## config.mk

```make
export PLATFORM = sky130hd
export DESIGN_NAME = ack_sequence_controller_flat
export DESIGN_NICKNAME = d
export VERILOG_FILES = /design/src/rtl/ack_sequence_controller_pkg.sv /design/src/rtl/ack_sequence_controller_if.sv /design/src/rtl/ack_sequence_controller_edge_sync_detector.sv /design/src/rtl/ack_sequence_controller.sv /design/src/flat_wrapper.sv
export SDC_FILE = /design/constraint.sdc
export NUM_CORES = 1
export LEC_CHECK = 0
export ABC_AREA = 0
export CAP_MARGIN = 20
export CELL_PAD_IN_SITES_DETAIL_PLACEMENT = 1
export CELL_PAD_IN_SITES_GLOBAL_PLACEMENT = 2
export CORE_UTILIZATION = 24
export DETAILED_ROUTE_END_ITERATION = 16
export GPL_ROUTABILITY_DRIVEN = 0
export PLACE_DENSITY = 0.84
export SLEW_MARGIN = 20
export SYNTH_ARGS = -nofsm -noshare
export SYNTH_HDL_FRONTEND = slang
export SYNTH_SLANG_ARGS = --single-unit
```

## constraint.sdc

```tcl
create_clock -name clock -period 2.1 [get_ports clock]
set_input_delay 0.21 -clock clock [delete_from_list [all_inputs] [get_ports clock]]
set_output_delay 0.21 -clock clock [all_outputs]
set_load 0.02 [all_outputs]
```

## src/rtl/ack_sequence_controller_pkg.sv

```systemverilog
// Shared state codes and helpers for the INTA#/poll acknowledge sequencer.
// Pure declarations; no latency or backpressure.
package ack_sequence_controller_pkg;

    typedef enum logic [2:0] {
        CTL_READY = 3'd0,
        ACK1      = 3'd1,
        ACK2      = 3'd2,
        ACK3      = 3'd3,
        POLL      = 3'd4
    } ctl_state_t;

    // One-hot to index; the resolver guarantees at most one bit set.
    function automatic logic [2:0] bit2num(input logic [7:0] onehot);
        logic [2:0] idx;
        idx = 3'd0;
        for (int i = 7; i >= 0; i--) begin
            if (onehot[i]) begin
                idx = 3'(i);
            end
        end
        return idx;
    endfunction

endpackage

```

## src/rtl/ack_sequence_controller_if.sv

```systemverilog
// Bus bundle between the acknowledge sequencer and its surroundings.
// master = side driving the bus/config inputs, slave = the sequencer itself.
interface ack_sequence_controller_if;
    import ack_sequence_controller_pkg::*;

    logic       interrupt_acknowledge_n;
    logic       read;
    logic       write_initial_command_word_1;
    logic       poll_command;
    logic       u8086_or_mcs80_config;
    logic       single_or_cascade_config;
    logic       cascade_slave;
    logic [7:0] cascade_device_config;
    logic [2:0] cascade_id;
    logic [2:0] cascade_in;
    logic [7:0] interrupt;

    ctl_state_t control_state;
    logic [7:0] interrupt_when_ack1;
    logic       latch_in_service;
    logic       end_of_acknowledge_sequence;
    logic       end_of_poll_command;
    logic       freeze;
    logic       cascade_output_ack_2_3;
    logic [2:0] cascade_out;
    logic       cascade_io;

    modport master (
        output interrupt_acknowledge_n, read, write_initial_command_word_1, poll_command,
               u8086_or_mcs80_config, single_or_cascade_config, cascade_slave,
               cascade_device_config, cascade_id, cascade_in, interrupt,
        input  control_state, interrupt_when_ack1, latch_in_service,
               end_of_acknowledge_sequence, end_of_poll_command, freeze,
               cascade_output_ack_2_3, cascade_out, cascade_io
    );

    modport slave (
        input  interrupt_acknowledge_n, read, write_initial_command_word_1, poll_command,
               u8086_or_mcs80_config, single_or_cascade_config, cascade_slave,
               cascade_device_config, cascade_id, cascade_in, interrupt,
        output control_state, interrupt_when_ack1, latch_in_service,
               end_of_acknowledge_sequence, end_of_poll_command, freeze,
               cascade_output_ack_2_3, cascade_out, cascade_io
    );
endinterface

```

## src/rtl/ack_sequence_controller_edge_sync_detector.sv

```systemverilog
// Two-flop synchroniser plus one-cycle rise/fall pulses for an async strobe.
// Edge pulse appears 2 clocks after the pin changes; no backpressure.
module edge_sync_detector #(
    parameter logic RST_VAL = 1'b0
) (
    input  logic clock,
    input  logic reset_n,
    input  logic din,
    output logic rise,
    output logic fall
);
    logic sync_1;
    logic sync_2;
    logic hist;

    always_ff @(posedge clock or negedge reset_n) begin
        if (!reset_n) begin
            sync_1 <= RST_VAL;
            sync_2 <= RST_VAL;
            hist   <= RST_VAL;
        end else begin
            sync_1 <= din;
            sync_2 <= sync_1;
            hist   <= sync_2;
        end
    end

    assign rise = sync_2 & ~hist;
    assign fall = ~sync_2 & hist;
endmodule

```

## src/rtl/ack_sequence_controller.sv

```systemverilog
// Sequences INTA# pulses and poll reads, latches the winning request and resolves cascade.
// State moves 3 clocks after an INTA#/read pin edge; strobes are registered, no backpressure.
module ack_sequence_controller
    import ack_sequence_controller_pkg::*;
(
    input  logic                       clock,
    input  logic                       reset_n,
    ack_sequence_controller_if.slave   bus
);
    logic inta_rise, inta_fall, read_rise, read_fall;

    edge_sync_detector #(.RST_VAL(1'b1)) u_inta_sync (
        .clock  (clock),
        .reset_n(reset_n),
        .din    (bus.interrupt_acknowledge_n),
        .rise   (inta_rise),
        .fall   (inta_fall)
    );

    edge_sync_detector #(.RST_VAL(1'b0)) u_read_sync (
        .clock  (clock),
        .reset_n(reset_n),
        .din    (bus.read),
        .rise   (read_rise),
        .fall   (read_fall)
    );

    ctl_state_t state, next_state;
    logic       capture_next, end_ack_next, end_poll_next, eval_now;
    logic [7:0] iwa1;
    logic       latch_q, end_ack_q, end_poll_q, ack23_q;
    logic       master_mode, hit;

    always_ff @(posedge clock or negedge reset_n) begin
        if (!reset_n) begin
            state <= CTL_READY;
        end else begin
            state <= next_state;
        end
    end

    always_comb begin
        next_state    = state;
        capture_next  = 1'b0;
        end_ack_next  = 1'b0;
        end_poll_next = 1'b0;
        eval_now      = 1'b0;
        if (bus.write_initial_command_word_1) begin
            next_state = CTL_READY;
        end else begin
            case (state)
                CTL_READY: begin
                    if (bus.poll_command) begin
                        next_state = POLL;
                    end else if (inta_fall) begin
                        next_state   = ACK1;
                        capture_next = 1'b1;
                    end
                end
                ACK1: begin
                    if (inta_rise) begin
                        next_state = ACK2;
                        eval_now   = 1'b1;
                    end
                end
                ACK2: begin
                    if (inta_rise) begin
                        if (bus.u8086_or_mcs80_config) begin
                            next_state = ACK3;
                        end else begin
                            next_state   = CTL_READY;
                            end_ack_next = 1'b1;
                        end
                    end
                end
                ACK3: begin
                    if (inta_rise) begin
                        next_state   = CTL_READY;
                        end_ack_next = 1'b1;
                    end
                end
                POLL: begin
                    capture_next = read_rise;
                    if (read_fall) begin
                        next_state    = CTL_READY;
                        end_poll_next = 1'b1;
                    end
                end
                default: next_state = CTL_READY;
            endcase
        end
    end

    assign master_mode = ~bus.single_or_cascade_config & ~bus.cascade_slave;
    assign hit         = |(iwa1 & bus.cascade_device_config);

    // A zero request is captured as zero so a spurious cycle never reuses a stale winner.
    always_ff @(posedge clock or negedge reset_n) begin
        if (!reset_n) begin
            iwa1       <= 8'h00;
            latch_q    <= 1'b0;
            end_ack_q  <= 1'b0;
            end_poll_q <= 1'b0;
            ack23_q    <= 1'b0;
        end else begin
            latch_q    <= capture_next & (|bus.interrupt);
            end_ack_q  <= end_ack_next;
            end_poll_q <= end_poll_next;
            if (bus.write_initial_command_word_1) begin
                iwa1 <= 8'h00;
            end else if (capture_next) begin
                iwa1 <= bus.interrupt;
            end
            if (next_state == CTL_READY) begin
                ack23_q <= 1'b0;
            end else if (eval_now) begin
                if (bus.single_or_cascade_config) begin
                    ack23_q <= 1'b1;
                end else if (bus.cascade_slave) begin
                    ack23_q <= (bus.cascade_in == bus.cascade_id);
                end else begin
                    ack23_q <= ~hit;
                end
            end
        end
    end

    // The master puts the slave address on CAS2:0 from the first INTA# onward.
    assign bus.cascade_io = master_mode & hit &
                            ((state == ACK1) | (state == ACK2) | (state == ACK3));
    assign bus.cascade_out = bus.cascade_io ? bit2num(iwa1) : 3'd0;

    assign bus.control_state               = state;
    assign bus.interrupt_when_ack1         = iwa1;
    assign bus.latch_in_service            = latch_q;
    assign bus.end_of_acknowledge_sequence = end_ack_q;
    assign bus.end_of_poll_command         = end_poll_q;
    assign bus.freeze                      = (state != CTL_READY);
    assign bus.cascade_output_ack_2_3      = ack23_q;
endmodule

```

## src/flat_wrapper.sv

```systemverilog
// flat-port wrapper written by rule: the top's interface ports become plain ports
module ack_sequence_controller_flat import ack_sequence_controller_pkg::*;
  (clock, reset_n, bus_interrupt_acknowledge_n, bus_read, bus_write_initial_command_word_1, bus_poll_command, bus_u8086_or_mcs80_config, bus_single_or_cascade_config, bus_cascade_slave, bus_cascade_device_config, bus_cascade_id, bus_cascade_in, bus_interrupt, bus_control_state, bus_interrupt_when_ack1, bus_latch_in_service, bus_end_of_acknowledge_sequence, bus_end_of_poll_command, bus_freeze, bus_cascade_output_ack_2_3, bus_cascade_out, bus_cascade_io);
  ack_sequence_controller_if bus_i ();
  input  logic clock;
  input  logic reset_n;
  input wire logic [$bits(bus_i.interrupt_acknowledge_n)-1:0] bus_interrupt_acknowledge_n;
  input wire logic [$bits(bus_i.read)-1:0] bus_read;
  input wire logic [$bits(bus_i.write_initial_command_word_1)-1:0] bus_write_initial_command_word_1;
  input wire logic [$bits(bus_i.poll_command)-1:0] bus_poll_command;
  input wire logic [$bits(bus_i.u8086_or_mcs80_config)-1:0] bus_u8086_or_mcs80_config;
  input wire logic [$bits(bus_i.single_or_cascade_config)-1:0] bus_single_or_cascade_config;
  input wire logic [$bits(bus_i.cascade_slave)-1:0] bus_cascade_slave;
  input wire logic [$bits(bus_i.cascade_device_config)-1:0] bus_cascade_device_config;
  input wire logic [$bits(bus_i.cascade_id)-1:0] bus_cascade_id;
  input wire logic [$bits(bus_i.cascade_in)-1:0] bus_cascade_in;
  input wire logic [$bits(bus_i.interrupt)-1:0] bus_interrupt;
  output wire logic [$bits(bus_i.control_state)-1:0] bus_control_state;
  output wire logic [$bits(bus_i.interrupt_when_ack1)-1:0] bus_interrupt_when_ack1;
  output wire logic [$bits(bus_i.latch_in_service)-1:0] bus_latch_in_service;
  output wire logic [$bits(bus_i.end_of_acknowledge_sequence)-1:0] bus_end_of_acknowledge_sequence;
  output wire logic [$bits(bus_i.end_of_poll_command)-1:0] bus_end_of_poll_command;
  output wire logic [$bits(bus_i.freeze)-1:0] bus_freeze;
  output wire logic [$bits(bus_i.cascade_output_ack_2_3)-1:0] bus_cascade_output_ack_2_3;
  output wire logic [$bits(bus_i.cascade_out)-1:0] bus_cascade_out;
  output wire logic [$bits(bus_i.cascade_io)-1:0] bus_cascade_io;
  assign bus_i.interrupt_acknowledge_n = bus_interrupt_acknowledge_n;
  assign bus_i.read = bus_read;
  assign bus_i.write_initial_command_word_1 = bus_write_initial_command_word_1;
  assign bus_i.poll_command = bus_poll_command;
  assign bus_i.u8086_or_mcs80_config = bus_u8086_or_mcs80_config;
  assign bus_i.single_or_cascade_config = bus_single_or_cascade_config;
  assign bus_i.cascade_slave = bus_cascade_slave;
  assign bus_i.cascade_device_config = bus_cascade_device_config;
  assign bus_i.cascade_id = bus_cascade_id;
  assign bus_i.cascade_in = bus_cascade_in;
  assign bus_i.interrupt = bus_interrupt;
  assign bus_control_state = bus_i.control_state;
  assign bus_interrupt_when_ack1 = bus_i.interrupt_when_ack1;
  assign bus_latch_in_service = bus_i.latch_in_service;
  assign bus_end_of_acknowledge_sequence = bus_i.end_of_acknowledge_sequence;
  assign bus_end_of_poll_command = bus_i.end_of_poll_command;
  assign bus_freeze = bus_i.freeze;
  assign bus_cascade_output_ack_2_3 = bus_i.cascade_output_ack_2_3;
  assign bus_cascade_out = bus_i.cascade_out;
  assign bus_cascade_io = bus_i.cascade_io;
  ack_sequence_controller u_core (.clock(clock), .reset_n(reset_n), .bus(bus_i));
endmodule
```

==> metrics, run 1 <==
status complete, no violations; setup slack after layout 0.0846 ns; Net count, final 193; Syn Inst Count 95; Sequential Power Share 47.3%; Residual DRC 0; Detail Route Antenna Nets 0; CTS buffer count 3; antenna violations before repair 0; Worst Path Arrival 1.81 ns; Core ar. 4030 um^2; first-pass GRT wire length 5.17 mm; post-place setup slack -0.488 ns; final wirelength 3.19 mm; Area Overhead vs Synth 71.0%; dominant cells by area after synthesis dfrtp_1, dfstp_2, a22o_1; Tmin final 2.02 ns; grt ovf 0; class of the most critical setup path input pin to primary output; LEAKAGE 0.738 nW; maximum VDD drop 0.292 mV; diodes inserted 0; Max-Cap Viols 0; Avg Vias per Cell 4.90; Finish-stage setup viols 0; gr usage total 15.4%; final max-slew violation count 0; Yosys warning count 0; Die X 66.8 um; Die Height 66.8 um; Synth area leader dfrtp_1; clock network power share 29.0%; Wirelength per Cell 15.1 um; Synth Cell Area 1010 um^2; Avg Cell Area, Syn 10.6 um^2; relative slew slack 67.8%; CTS tree yes; quantity of I/O buffers inserted on ports 50; Pwr Total 0.919 mW; Cell variety after synth 34; Power Internal 0.679 mW; Sw Ratio 26.1%; Post-CTS Setup Bufs 0; Finished Core Util 42.8%; via count 1034; Clk Latency, worst-skew pair 0.26 ns; FF-to-FF Start u_core.u_inta_sync.hist; reg2reg setup slack 0.48 ns; clk_skew 0.00311 ns; pin count of the biggest net entering global routing 22; # IOs 51; Syn Nets 126; #FFs+latches synth 21; PwrDens 533 nW/um^2; Clock Tree Buf Depth 2; vias in the first global route 1123; startpoint types input pin; initial core utilization 25.0%; Starting DRT DRC Count 23; die area 4460 um^2; Fmax 496 MHz; root buf cell clkbuf_8; Setup crit end kind primary output; Post-CTS Hold Buffers 0; Psw 0.240 mW; Slew @ Worst Pin 0.476 ns; worst hold path class input pin to asynchronous set/reset pin; RSZ-0062 raised after global routing false; final worst-path cycle share 96.0%; HPWL after DPL 2.56 mm; setup TNS 0 ns; sequential-to-total area share from yosys stat 52.5%; Register-to-Register Path Depth 4; Clock Sinks 21; Reg2Reg Capture Point u_core.bus.latch_in_service; H-tree depth 1; Reg clk slew, reported paths 0.08 ns; required time of the critical path 1.89 ns; top cell type's share of synthesized area 44.7%; CP max FO 3; TritonRoute pass-1 iters 4; row cnt 23; share of layout cells above drive strength 1 18.0%; combinational fraction of design power 23.7%; Fill cells 462; Hold Vio Cnt, Final 0
==> critical path: stages <==
cell             delay [ns]
clkdlybuf4s50_1        0.46
a22oi_1                0.09
a41o_1                 0.26
or4_4                  0.44
a21oi_1                0.17
buf_4                  0.17
==> cell usage in the layout, fill, tap and decap left out, types with 2 or more instances in the layout <==
cell type        synthesis  layout
clkbuf_8                 0       3
nor3_1                   8       6
dlymetal6s2s_1           0       2
o21ai_0                  2       2
nor2_1                   5       5
nand2b_1                 4       4
buf_4                    0      18
nor3_2                   0       2
nor4_1                   2       2
nor2b_1                  2       2
a22oi_1                  4       4
or3_1                    2       2
nand3_1                  2       2
a21oi_1                  5       5
nand3b_1                 2       2
dfrtp_1                 18      18
a22o_1                   8       8
clkdlybuf4s50_1          0      44
xor2_1                   3       3
inv_1                    5       5
dfstp_2                  3       3
o21bai_1                 2       2
==> Yosys cell counts <==
cell      count
nand2_1       1
dfrtp_1      18
and4b_1       1
a41o_1        1
nor2b_1       2
nor3_1        8
nor4_1        2
nand3b_1      2
nor2_1        5
a211o_1       1
a311oi_1      1
a21boi_0      1
or2_1         1
clkbuf_2      1
inv_1         5
buf_2         2
or4_4         1
xor2_1        3
o21bai_1      2
o311ai_0      1
o31ai_1       1
nand3_1       2
nand2b_1      4
o21ai_0       2
a22o_1        8
nor4bb_1      1
a22oi_1       4
or2_2         1
or3_1         2
a21oi_1       5
and2_1        1
o311a_1       1
dfstp_2       3
a21o_1        1
==> sequential cells by signal, indices dropped and copies added (netlist names) <==
register	cells
u_core.bus.latch_in_service	1
u_core.bus.end_of_acknowledge_sequence	1
u_core.u_inta_sync.hist	1
u_core.u_read_sync.sync_1	1
u_core.bus.cascade_output_ack_2_3	1
u_core.u_inta_sync.sync_1	1
u_core.u_read_sync.sync_2	1
u_core.u_inta_sync.sync_2	1
u_core.u_read_sync.hist	1
u_core.bus.control_state	3
u_core.bus.end_of_poll_command	1
u_core.bus.interrupt_when_ack1	8
==> how the worst max path moves through the flow <==
stage / from / endpoint / slack (ns)
final: bus_cascade_device_config[0] / bus_cascade_out[0] / 0.08
after global routing: bus_cascade_device_config[0] / bus_cascade_out[2] / 0.02
after CTS: bus_single_or_cascade_config / bus_cascade_out[1] / -0.01
after detailed placement: bus_single_or_cascade_config / bus_cascade_out[1] / -0.49
after global placement: bus_single_or_cascade_config / bus_cascade_out[2] / -0.43
after floorplan: u_core.bus.interrupt_when_ack1[3] / bus_cascade_out[1] / 0.08
==> per-stage QoR <==
stage	std cells	hold slack, ns	instance area (um^2)
floorplan	95	-0.0856	1010
global placement	207	0.334	1670
detailed placement	207	0.346	1670
CTS	211	0.291	1710
global route	211	0.304	1720
finish	211	0.291	1720
==> cell families after synthesis <==
kind of cell	share of synthesized area, %
AOI/OAI and AO/OA	21.7
xor gates and xnor gates	2.61
buffers and inverters	3.35
DFF	52.5
and+or+nand+nor	19.9
==> power by group through the flow <==
stage	combinational [mW]	clock, mW	sequential, mW
2_1_floorplan	0.0609	0	0.461
3_3_place_gp	0.212	0	0.442
3_5_place_dp	0.217	0	0.443
4_1_cts	0.220	0.279	0.435
5_1_grt	0.234	0.295	0.437
6_report	0.217	0.267	0.435
==> cell type report <==
class / instances / area (um^2) / share of cell area, %
timing repair buffer: 65 / 609 / 35.3
sequential: 21 / 529 / 30.7
clock buffer: 3 / 41.3 / 2.39
clock inverter: 1 / 7.51 / 0.435
tap: 50 / 62.6 / 3.63
inverter: 5 / 18.8 / 1.09
multi-input combinational: 66 / 455 / 26.4
==> metal layers <==
| metal | part of all wire [%] | GRT usage [%] | vias up |
|---|---|---|---|
| li1 | - | - | 486 |
| met1 | 43 | 18.5 | 506 |
| met2 | 49 | 27.9 | 38 |
| met3 | 7.0 | 2.74 | 4 |
| met4 | 0.60 | 3.99 | 0 |
| met5 | 0 | 0 | - |
==> repair_timing <==
action / 4_1_cts / 5_1_grt
setup endpoints to repair: 4 / 3
hold endpoints to repair: 0 / 0
gates resized for setup: 17 / 5
No activity file was read; power rests on OpenSTA's default activity.
==> inputs of run 2 (changes only) <==
CORE_MARGIN = 10   (was unset)
clock period = 2.4 ns   (was 2.1 ns; I/O delays follow)
==> metrics, run 2 (synthesis gave the netlist of run 1 again) <==
status complete, no violations; diodes inserted 0 (unchanged); setup slack after layout 0.0796 ns (-0.00498 ns); Tmin final 2.32 ns; commonest non-fill, non-tap cell in the layout clkdlybuf4s50_1; Max-Cap Viols 0 (unchanged); relative slew slack 53.6% (-14 points); CTS tree yes; Setup crit end kind primary output; startpoint types input pin; class of the most critical setup path input pin to primary output; via count 997 (-3.6%); critical-path cell list clkdlybuf4s50_1, or2_1, a41o_1, or4_4, nor3_1, dlygate4sd2_1; Residual DRC 0 (unchanged); Met2 Wirelength 1.68 mm (+6.9%); worst hold path class input pin to asynchronous set/reset pin; CTS buffer count 3 (unchanged); die area 7190 um^2 (+61%); Worst Path Arrival 2.08 ns (+0.27 ns); Wirelength per Cell 17.3 um (+14%); slowest CP cell or4_4; gr usage total 10.1% (-5.3 points); final wirelength 3.60 mm (+13%); HPWL after DPL 2.96 mm (+16%); first-pass GRT wire length 6.05 mm (+17%); Hold Vio Cnt, Final 0 (unchanged); # IOs 51 (unchanged); initial core utilization 25.0% (unchanged); Core ar. 4030 um^2 (unchanged); maximum VDD drop 0.206 mV (-30%); Top Metal Used met4; Clock Sinks 21 (unchanged); Avg Vias per Cell 4.79 (-2.2%); H-tree depth 1 (unchanged); Clock Tree Buf Depth 2 (unchanged); Metal-1 WL 1.60 mm (+17%); final max-slew violation count 0 (unchanged); Die Height 84.8 um (+27%); share of layout cells above drive strength 1 13.9% (-4.1 points); Register-to-Register Path Depth 5 (+1); setup TNS 0 ns (unchanged); LEAKAGE 0.723 nW (-2.0%); root buf cell clkbuf_8; Fmax 431 MHz; clk_skew 0.00832 ns (+0.00522 ns); Post-CTS Setup Bufs 0 (unchanged); Reg2Reg Capture Point u_core.bus.interrupt_when_ack1[0]; final worst-path cycle share 96.7%; Net count, final 190 (-1.6%); vias in the first global route 1168 (+4.0%); Clk Latency, worst-skew pair 0.27 ns (about the same); CP max stage delay 0.43 ns (-0.03 ns); CP max FO 3 (unchanged); row cnt 23 (unchanged); reg2reg setup slack 0.76 ns (+0.28 ns); most frequent cells in the layout clkdlybuf4s50_1, dfrtp_1, buf_4, nor3_1, a22o_1; wire length on met3 272 um (+22%); quantity of I/O buffers inserted on ports 50 (unchanged); TritonRoute pass-1 iters 4 (unchanged); post-place setup slack -0.221 ns (+0.267 ns); worst hold margin 0.306 ns (+0.0145 ns); max reg flops 8 (unchanged); Slew @ Worst Pin 0.696 ns (+0.220 ns); Starting DRT DRC Count 22 (-4.3%); required time of the critical path 2.16 ns (+0.27 ns); pin count of the biggest net entering global routing 22 (unchanged); RSZ-0062 raised after global routing false; Area Overhead vs Synth 67.6%; PwrDens 478 nW/um^2 (-10%); grt ovf 0 (unchanged); Detail Route Antenna Nets 0 (unchanged); antenna violations before repair 0 (unchanged); Die X 84.8 um (+27%); Finish-stage setup viols 0 (unchanged); FF-to-FF Start u_core.bus.control_state[2]; Post-CTS Hold Buffers 0 (unchanged); Reg clk slew, reported paths 0.09 ns (about the same)
[run 2: cell types whose count changed in the layout (fill, tap and decap cells not counted)]
cell,previous run,this run
buf_4,18,12
clkdlybuf4s50_1,44,46
nor3_1,6,8
nor3_2,2,0
clkbuf_2,0,1
dlygate4sd2_1,1,2
dlymetal6s2s_1,2,1
[run 2: what timing repair did]
| item | in CTS | in global routing |
|---|---|---|
| hold endpoints to repair | 0 | 0 |
| resized for setup | 3 | 4 |
| endpoints found under the setup margin | 3 | 2 |
[run 2: critical path, delay by kind of cell]
family | cells | cell delay [ns]
AOI/OAI and AO/OA | 1 | 0.22
and+or+nand+nor | 3 | 0.84
buffers and inverters | 2 | 0.77
[run 2: where the power goes]
part / switching (mW) / total [mW] / internal, mW
Clock: 0.126 / 0.243 / 0.118
Combinational: 0.0804 / 0.184 / 0.104
Sequential: 0.0105 / 0.381 / 0.371
[run 2: final cells by class]
cell class              count  area, um^2
inverters                   5        18.8
clock buffers               3        41.3
multi-input cells          66         445
well taps                  50        62.6
flip-flops and latches     21         529
clock inverters             1        7.51
repair buffers             62         586
fillers                   453        2340
[run 2: through the flow]
step | total power, mW | cell area [um^2] | cells | util [%]
3_5_place_dp | 0.575 | 1650 | 204 | 40.9
2_1_floorplan | 0.456 | 1010 | 95 | -
4_1_cts | 0.820 | 1690 | 208 | 42.0
6_report | 0.809 | 1690 | 208 | 42.0
5_1_grt | 0.852 | 1690 | 208 | 42.0
3_3_place_gp | 0.570 | 1650 | 204 | 40.9
[run 2: worst max path at each step]
stage,cells after the start,end,from
3_3_place_gp,6,bus_cascade_out[2],bus_single_or_cascade_config
4_1_cts,6,bus_cascade_io,bus_single_or_cascade_config
3_5_place_dp,6,bus_cascade_out[1],bus_single_or_cascade_config
6_report,6,bus_cascade_out[1],bus_single_or_cascade_config
2_1_floorplan,4,bus_cascade_out[1],u_core.bus.interrupt_when_ack1[3]
5_1_grt,6,bus_cascade_out[1],bus_single_or_cascade_config
[run 2: per-layer routing]
| layer | track usage, % | up-vias |
|---|---|---|
| met5 | 0 | - |
| met3 | 3.44 | 4 |
| met1 | 12.3 | 473 |
| met4 | 3.44 | 0 |
| met2 | 16.4 | 38 |
| li1 | - | 482 |
